[config.mk]
export PLATFORM = sky130hd
export DESIGN_NAME = ili9341_spi_rx
export DESIGN_NICKNAME = d
export VERILOG_FILES = /design/src/rtl/ili9341_spi_rx.sv
export SDC_FILE = /design/constraint.sdc
export NUM_CORES = 1
export LEC_CHECK = 0
export ABC_AREA = 1
export CAP_MARGIN = 20
export CORE_MARGIN = 2
export CORE_UTILIZATION = 60
export CTS_BUF_LIST = sky130_fd_sc_hd__clkbuf_8
export CTS_CLUSTER_DIAMETER = 40
export DETAILED_ROUTE_END_ITERATION = 6
export PLACE_DENSITY = 0.83
export SLEW_MARGIN = 20
export SYNTH_ARGS = -nofsm -noshare
export SYNTH_HDL_FRONTEND = slang
export SYNTH_SLANG_ARGS = --single-unit
[constraint.sdc]
create_clock -name clk -period 3.8 [get_ports clk]
set_input_delay 0.76 -clock clk [delete_from_list [all_inputs] [get_ports clk]]
set_output_delay 0.76 -clock clk [all_outputs]
set_load 0.05 [all_outputs]
[src/rtl/ili9341_spi_rx.sv]
// Receiving end of the ILI9341 4-wire SPI link: deserialises bytes, tags cmd/data, tracks RAMWR frames.
// Latency: a byte is pushed SYNC_STAGES+1 clk after the raw 8th sck edge at most; rx_valid follows 1 clk later.
// Backpressure: rx_ready pops a first-word-fall-through FIFO; a byte arriving while full and not popping is dropped (overflow).
//
// Ports:
//   clk, rst            system clock (posedge), asynchronous active-low reset
//   spi_sck/mosi/cs/dc  raw SPI link inputs, asynchronous to clk (mode 0, MSB first, cs active-low)
//   rx_data/rx_is_cmd   byte at the FIFO head and its command tag, valid while rx_valid
//   rx_valid/rx_ready   FIFO not empty / consumer accepts the head this cycle
//   last_cmd            most recent command byte
//   pixel_count         pixels completed in the current RAMWR stream
//   frame_done          1-cycle pulse when a full frame of pixels has been received
//   overflow, frame_err sticky error flags (dropped byte / cs raised mid-byte)
module ili9341_spi_rx #(
  parameter int          FIFO_DEPTH       = 8,
  parameter int          SYNC_STAGES      = 2,
  parameter logic [7:0]  RAMWR_CMD        = 8'h2C,
  parameter int          PIXELS_PER_FRAME = 76800
) (
  input  logic        clk,
  input  logic        rst,
  input  logic        spi_sck,
  input  logic        spi_mosi,
  input  logic        spi_cs,
  input  logic        spi_dc,
  output logic [7:0]  rx_data,
  output logic        rx_is_cmd,
  output logic        rx_valid,
  input  logic        rx_ready,
  output logic [7:0]  last_cmd,
  output logic [16:0] pixel_count,
  output logic        frame_done,
  output logic        overflow,
  output logic        frame_err
);

  localparam int          AW        = $clog2(FIFO_DEPTH);
  localparam int          CW        = AW + 1;
  localparam logic [16:0] FRAME_PIX = 17'(PIXELS_PER_FRAME);

  // ---------------------------------------------------------------------------
  // Input synchronisers. cs resets to the idle (deselected) level so that a
  // link already selected at reset release is seen as a fresh selection.
  // ---------------------------------------------------------------------------
  logic [SYNC_STAGES-1:0] sck_sync;
  logic [SYNC_STAGES-1:0] mosi_sync;
  logic [SYNC_STAGES-1:0] cs_sync;
  logic [SYNC_STAGES-1:0] dc_sync;
  logic                   sck_d;
  logic                   cs_d;

  always_ff @(posedge clk or negedge rst) begin
    if (!rst) begin
      sck_sync  <= '0;
      mosi_sync <= '0;
      cs_sync   <= '1;
      dc_sync   <= '0;
      sck_d     <= 1'b0;
      cs_d      <= 1'b1;
    end else begin
      sck_sync  <= {sck_sync[SYNC_STAGES-2:0], spi_sck};
      mosi_sync <= {mosi_sync[SYNC_STAGES-2:0], spi_mosi};
      cs_sync   <= {cs_sync[SYNC_STAGES-2:0], spi_cs};
      dc_sync   <= {dc_sync[SYNC_STAGES-2:0], spi_dc};
      sck_d     <= sck_sync[SYNC_STAGES-1];
      cs_d      <= cs_sync[SYNC_STAGES-1];
    end
  end

  logic sck_s, mosi_s, cs_s, dc_s;
  logic sck_rise, cs_rise;

  assign sck_s    = sck_sync[SYNC_STAGES-1];
  assign mosi_s   = mosi_sync[SYNC_STAGES-1];
  assign cs_s     = cs_sync[SYNC_STAGES-1];
  assign dc_s     = dc_sync[SYNC_STAGES-1];
  assign sck_rise = sck_s & ~sck_d;
  assign cs_rise  = cs_s & ~cs_d;

  // ---------------------------------------------------------------------------
  // Deserialiser. Only 7 bits are stored: the 8th bit is taken straight from
  // mosi on the completing edge, so the full byte is available that cycle.
  // ---------------------------------------------------------------------------
  logic [6:0] shift;
  logic [2:0] bit_cnt;
  logic       byte_done;
  logic [7:0] byte_val;
  logic       byte_cmd;

  always_ff @(posedge clk or negedge rst) begin
    if (!rst) begin
      shift     <= '0;
      bit_cnt   <= '0;
      frame_err <= 1'b0;
    end else if (cs_s) begin
      bit_cnt <= '0;
      if (cs_rise && bit_cnt != 3'd0) begin
        frame_err <= 1'b1;
      end
    end else if (sck_rise) begin
      shift   <= {shift[5:0], mosi_s};
      bit_cnt <= bit_cnt + 3'd1;
    end
  end

  assign byte_done = ~cs_s & sck_rise & (bit_cnt == 3'd7);
  assign byte_val  = {shift, mosi_s};
  assign byte_cmd  = ~dc_s;

  // ---------------------------------------------------------------------------
  // FIFO: first-word-fall-through, pointers wrap naturally at AW bits, count
  // disambiguates full from empty. A pop in the same cycle frees the slot a
  // push into a full FIFO needs.
  // ---------------------------------------------------------------------------
  logic [8:0]    mem [FIFO_DEPTH];
  logic [AW-1:0] wr_ptr;
  logic [AW-1:0] rd_ptr;
  logic [CW-1:0] count;
  logic          fifo_full;
  logic          fifo_empty;
  logic          push;
  logic          pop;

  assign fifo_full  = (count == CW'(FIFO_DEPTH));
  assign fifo_empty = (count == '0);
  assign pop        = ~fifo_empty & rx_ready;
  assign push       = byte_done & (~fifo_full | pop);

  always_ff @(posedge clk) begin
    if (push) begin
      mem[wr_ptr] <= {byte_cmd, byte_val};
    end
  end

  always_ff @(posedge clk or negedge rst) begin
    if (!rst) begin
      wr_ptr   <= '0;
      rd_ptr   <= '0;
      count    <= '0;
      overflow <= 1'b0;
    end else begin
      if (push) wr_ptr <= wr_ptr + AW'(1);
      if (pop)  rd_ptr <= rd_ptr + AW'(1);
      case ({push, pop})
        2'b10:   count <= count + CW'(1);
        2'b01:   count <= count - CW'(1);
        default: count <= count;
      endcase
      if (byte_done && fifo_full && !pop) begin
        overflow <= 1'b1;
      end
    end
  end

  // Head is forced to zero while empty so stale RAM never shows after reset.
  logic [8:0] head;
  assign head      = fifo_empty ? 9'd0 : mem[rd_ptr];
  assign rx_data   = head[7:0];
  assign rx_is_cmd = head[8];
  assign rx_valid  = ~fifo_empty;

  // ---------------------------------------------------------------------------
  // RAMWR tracker. Fed by every completed byte, including ones the FIFO drops,
  // so the pixel count reflects the link rather than the consumer.
  // ---------------------------------------------------------------------------
  typedef enum logic [1:0] {
    IDLE   = 2'd0,
    PIX_HI = 2'd1,
    PIX_LO = 2'd2
  } trk_state_t;

  trk_state_t  state, state_nxt;
  logic [7:0]  last_cmd_nxt;
  logic [16:0] pixel_count_nxt;
  logic        frame_done_nxt;
  logic [16:0] pixel_inc;

  assign pixel_inc = pixel_count + 17'd1;

  always_ff @(posedge clk or negedge rst) begin
    if (!rst) begin
      state <= IDLE;
    end else begin
      state <= state_nxt;
    end
  end

  always_comb begin
    state_nxt = state;
    if (byte_done) begin
      if (byte_cmd) begin
        state_nxt = (byte_val == RAMWR_CMD) ? PIX_HI : IDLE;
      end else begin
        case (state)
          PIX_HI:  state_nxt = PIX_LO;
          PIX_LO:  state_nxt = PIX_HI;
          default: state_nxt = state;
        endcase
      end
    end
  end

  always_comb begin
    last_cmd_nxt    = last_cmd;
    pixel_count_nxt = pixel_count;
    frame_done_nxt  = 1'b0;
    if (byte_done) begin
      if (byte_cmd) begin
        last_cmd_nxt = byte_val;
        if (byte_val == RAMWR_CMD) begin
          pixel_count_nxt = '0;
        end
      end else if (state == PIX_LO) begin
        // Frame wrap keeps the stream open: the next pixel starts a new frame.
        if (pixel_inc == FRAME_PIX) begin
          pixel_count_nxt = '0;
          frame_done_nxt  = 1'b1;
        end else begin
          pixel_count_nxt = pixel_inc;
        end
      end
    end
  end

  always_ff @(posedge clk or negedge rst) begin
    if (!rst) begin
      last_cmd    <= '0;
      pixel_count <= '0;
      frame_done  <= 1'b0;
    end else begin
      last_cmd    <= last_cmd_nxt;
      pixel_count <= pixel_count_nxt;
      frame_done  <= frame_done_nxt;
    end
  end

endmodule

==> results.cfg, run 1 <==
[global_route]
grt_max_degree = 61
grt.total_usage = 0.273
grt-ovfl-total = 0
grt_pass1_wl_um = 21200
antenna_found_initial = 0
grt_pass1_vias = 4304

[drt]
wl_um = 12700
first_pass_iters = 4
ant_nets = 0
first_iter_violations = 269
vias_per_cell = 5.72
vias = 4196
drt-wirelength-per-cell_um = 17.3
drc = 0

[pwr]
p_leak_nw = 2.68
powerDensity_nw_per_um2 = 642
max-vdd-ir-drop_mv = 0.523

[clock_tree]
cts_tree = built
hold_buffers = 0
cts_buffer_depth = 2
cts.reportedPaths.clkPinSlew_ns = 0.07
numCtsBuffers = 17
post_cts_buffers = 0
postCtsResizedCells = 0
clock_latency_ns = 0.43
htree_num_levels = 4
cts-root-buf = clkbuf_8
cts_sinks = 132

[timing]
setup_viol = 0
max_slew.worst_pin.slew_ns = 0.923
fin_ws_ns = 0.331
relSlewSlack = 0.383
rsz0062_at_grt = false
maxSlewViolCount = 0
min_period_ns = 3.47
hold_violations = 0
skew_ns = 0.0186
min_period_over_period = 0.913
fmax_ghz = 0.288
fin_setup_tns_ns = 0
holdWs_ns = 0.351

[synth]
synth_largest_area_cell = edfxtp_1
synthMuxAreaShare = 0.00199
syn_area_sq_um = 5670
yosys.area_share.simple = 0.173
async_reset_ff_frac = 0.455
synth_top_family_by_area = simple AND/OR/NAND/NOR gates
syn_nets = 569
syn_area_per_cell_sq_um = 10.3
synth-edff-count = 72
synth_area_leaders = edfxtp_1, dfrtp_1, o21ai_0
synth.distinct_cells = 31
synthFlopType = edfxtp_1
synth_top_area_frac = 0.381
seq_area_frac_synth = 0.647
synth_compound_area_frac = 0.101
syn_inst = 553
synth_adder_area_share = 0.0212
synth-xor-area-share = 0.0139
ys.warnings.count = 0
synth-seq-cells = 132

[min_path]
hold_class = reg -> reg

[cells_and_area]
post-route-cell-area_sq_um = 6680
final_util = 0.726
final_net_count = 626
n_antenna_cell = 0
drive_gt1_frac = 0.104
area.growth.synth_to_final_pct = 17.8

[critical_path]
arrival_ns = 2.71
start_kind = flip-flop
cp.required_ns = 3.04
path_max_fanout = 19
path_class = reg -> out
critPathCaptureType = output port

[placement]
post-dp-hpwl_um = 8470
place_congestion = 0.945
postPlaceCellArea_sq_um = 6240
placement.io_buffers = 44
pre_cts_ws_ns = 0.821

[die]
die_w_um = 101
coreArea_sq_um = 9200
start_util = 0.616
fp.dieH_um = 101
rows = 35
die_area_sq_um = 10200
io_pins = 45

[flow_run]
drv_cap = 0

[status]
status = finished, final reports clean
logic make-up (layout without fill, tap and decap cells):
kind of cell,count (synthesis),count (layout)
buffers and inverters,64,134
DFF,132,132
and+or+nand+nor,232,232
muxes,1,1
adders and majority gates,9,9
AOI/OAI and AO/OA,106,106
xor gates and xnor gates,9,9
final timing paths:
path	startpoint	end	slack [ns]	cells past startpoint
setup reg to reg	count[0]	count[3]	1.14	12
hold reg to reg	dc_sync[0]	dc_sync[1]	0.35	0
min in group asynchronous	rst	pixel_count[13]	0.46	2
setup / recovery	rd_ptr[1]	rx_data[2]	0.33	6
max in group asynchronous	rst	last_cmd[3]	2.81	2
hold / removal	dc_sync[0]	dc_sync[1]	0.35	0
stage by stage:
stage | instances | total power, W
after detailed placement | 702 | 0.00304
after global routing | 734 | 0.00449
after global placement | 702 | 0.00299
final | 734 | 0.00429
after floorplan | 553 | 0.00263
after CTS | 734 | 0.00430
metal layers:
metal,share of wire,wire length [um],GRT usage,up-vias
met1,0.42,5290,0.359,1998
met5,0,0,0,-
met2,0.50,6340,0.464,191
met4,0.015,184,0.0790,0
li1,-,-,-,1986
met3,0.067,855,0.0607,21
registers in the layout (all words and copies together) (netlist names):
register and cells:
shift 7, mosi_sync 2, cs_sync 2, wr_ptr 3, overflow 1, frame_done 1, mem 72, rd_ptr 3
pixel_count 17, bit_cnt 3, frame_err 1, sck_sync 2, dc_sync 2, cs_d 1, last_cmd 8, state 2
count 4, sck_d 1
final cells by class:
type                    count  area, sq um
flip-flops and latches    132         3670
fillers                   641         2520
multi-input cells         357         1760
repair buffers             54          498
clock buffers              18          248
clock inverters            14          186
inverters                  48          180
well taps                 111          139
synthesized netlist by cell type (8+ instances only):
library cell / n
nand2_1: 97
nor2_1: 90
o21ai_0: 77
edfxtp_1: 72
dfrtp_1: 57
inv_1: 47
nand3_1: 17
clkbuf_1: 14
o22ai_1: 13
a31oi_1: 9
ha_1: 8
nand4_1: 8
xor2_1: 8
where the power goes:
group / switching [W] / internal [W]
Combinational: 0.000913 / 0.000407
Sequential: 0.0000929 / 0.00161
Clock: 0.000532 / 0.000731
Total: 0.00154 / 0.00275
cells in the final DEF (no fill, tap or decap), types with 2 or more instances in the layout:
cell type,n
nand2_2,4
buf_4,15
o21ai_0,77
clkinv_4,2
nor3_1,3
nor2_1,90
ha_1,8
inv_1,49
o22ai_1,13
nand2_1,97
bufinv_16,4
clkinvlp_4,2
nor2_2,5
a21oi_1,3
dfrtp_1,57
nor2_4,3
edfxtp_1,72
or2_2,2
nand4_1,8
a31oi_1,9
nand3_1,17
clkbuf_8,18
a22o_1,2
clkdlybuf4s50_1,38
dfstp_2,3
inv_4,2
xor2_1,8
worst max-delay path, stage by stage (launching register included):
cell,delay (ns)
dfrtp_1,0.38
inv_1,0.44
o21ai_0,0.18
o22ai_1,0.14
o21ai_0,0.11
a31oi_1,0.21
clkdlybuf4s50_1,0.83
Power figures use the tool's default switching activity.
==> inputs of run 2 (changes only) <==
- CORE_UTILIZATION: 60 -> 43
- PLACE_DENSITY: 0.83 -> 0.63
==> results.cfg, run 2 (synthesis results as in run 1) <==
[status]
status = finished, final reports clean

[pwr]
p_int_w = 0.00249
p_comb_frac = 0.325
p_sw_frac = 0.383
seq_power_share = 0.424
max-vdd-ir-drop_mv = 0.325
power.total_w = 0.00404
powerDensity_nw_per_um2 = 611
clkPwrFrac = 0.252
p_leak_nw = 2.61
switching_power_w = 0.00155

[placement]
place_inst = 758
post-dp-hpwl_um = 8590
placement.io_buffers = 44
place_congestion = 0.895

[clock_tree]
cts-root-buf = clkbuf_8
numCtsBuffers = 17
cts_tree = built
cts_sinks = 132
cts_buffer_depth = 2
htree_num_levels = 4
postCtsResizedCells = 0
post_cts_buffers = 0
clock_latency_ns = 0.44
hold_buffers = 0
cts.reportedPaths.clkPinSlew_ns = 0.07

[drt]
first_pass_iters = 5
vias = 4101
drt-wirelength-per-cell_um = 16.3
drc = 0
vias_per_cell = 5.20
first_iter_violations = 325
ant_nets = 0
wl_um = 12800

[timing]
setup_viol = 0
rsz0062_at_grt = false
fmax_ghz = 0.326
relSlewSlack = 0.465
holdWs_ns = 0.215
min_period_over_period = 0.807
maxSlewViolCount = 0
max_slew.worst_pin.slew_ns = 0.800
fin_setup_tns_ns = 0
skew_ns = 0.0113
min_period_ns = 3.07
hold_violations = 0

[cells_and_area]
fillers = 1181
mostFrequentLayoutCell = nand2_1
top_regs = mem: 72 flops, pixel_count: 17 flops, last_cmd: 8 flops
drive_gt1_frac = 0.0956
top_register = mem
largest_reg_flops = 72
fin_cells = 789
final_net_count = 621
final_util = 0.519
n_antenna_cell = 0
final_cell_mix = nand2_1, nor2_1, o21ai_0
area.growth.synth_to_final_pct = 16.5

[global_route]
grtUsageMet2 = 0.291
grt.busiest_layer = met2
use_met1 = 0.273
grt.met3_usage = 0.0546
grt_max_degree = 39
grt_pass1_vias = 4048
antenna_found_initial = 0
grt_pass1_wl_um = 20900
grt.total_usage = 0.193
grt-ovfl-total = 0

[critical_path]
path_max_fanout = 22
cp.required_ns = 3.04
path_class = reg -> out
arrival_ns = 2.31
critPathCaptureType = output port
start_kind = flip-flop
rr_startpoint = bit_cnt[0]
cp-startpoint = rd_ptr[0]

[die]
die_area_sq_um = 14100
start_util = 0.446
rows = 41
die_w_um = 119
fp.dieH_um = 119
coreArea_sq_um = 12700
io_pins = 45

[flow_run]
drv_cap = 0

[min_path]
hold_class = in -> async
run 2: per-stage QoR:
stage / setup slack (ns) / instance area (sq um)
after floorplan: 0.922 / 5670
after global placement: 0.999 / 6270
after detailed placement: 0.930 / 6270
after CTS: 0.747 / 6600
after global routing: 0.603 / 6600
final: 0.732 / 6600
run 2: power groups by stage:
stage | sequential [W] | combinational, W | clock (W)
finish | 0.00171 | 0.00131 | 0.00102
global route | 0.00172 | 0.00142 | 0.00110
CTS | 0.00171 | 0.00132 | 0.00104
detailed placement | 0.00174 | 0.00131 | 0
global placement | 0.00174 | 0.00129 | 0
floorplan | 0.00170 | 0.000935 | 0
run 2: worst max-delay path: stages, from the launching register on:
cell and delay [ns]:
dfrtp_1 0.38, inv_1 0.33, buf_4 0.31, o21ai_0 0.13
o22ai_1 0.15, o21ai_0 0.10, a31oi_1 0.23, buf_4 0.24
run 2: worst paths after layout:
kind	slack, ns	cells after the start	endpoint
setup reg to reg	1.19	7	mem[6][0]
min in group clk	0.36	0	mosi_sync[1]
setup / recovery	0.73	7	rx_data[0]
hold reg to reg	0.36	0	mosi_sync[1]
max in group asynchronous	2.87	2	cs_d
hold / removal	0.22	1	pixel_count[3]
run 2: per-layer routing:
| layer | share of wire | up-vias | wire length (um) |
|---|---|---|---|
| met1 | 0.48 | 1982 | 6140 |
| met2 | 0.45 | 130 | 5820 |
| met3 | 0.055 | 15 | 712 |
| met4 | 0.013 | 0 | 173 |
| li1 | - | 1974 | - |
| met5 | 0 | - | 0 |
run 2: layout make-up:
| cell class | instances | area, sq um | share of cell area |
|---|---|---|---|
| clock inverters | 14 | 97.6 | 0.0148 |
| clock buffers | 17 | 234 | 0.0354 |
| repair buffers | 49 | 450 | 0.0682 |
| flip-flops and latches | 132 | 3670 | 0.555 |
| inverters | 48 | 180 | 0.0273 |
| multi-input cells | 357 | 1760 | 0.266 |
| well taps | 172 | 215 | 0.0326 |
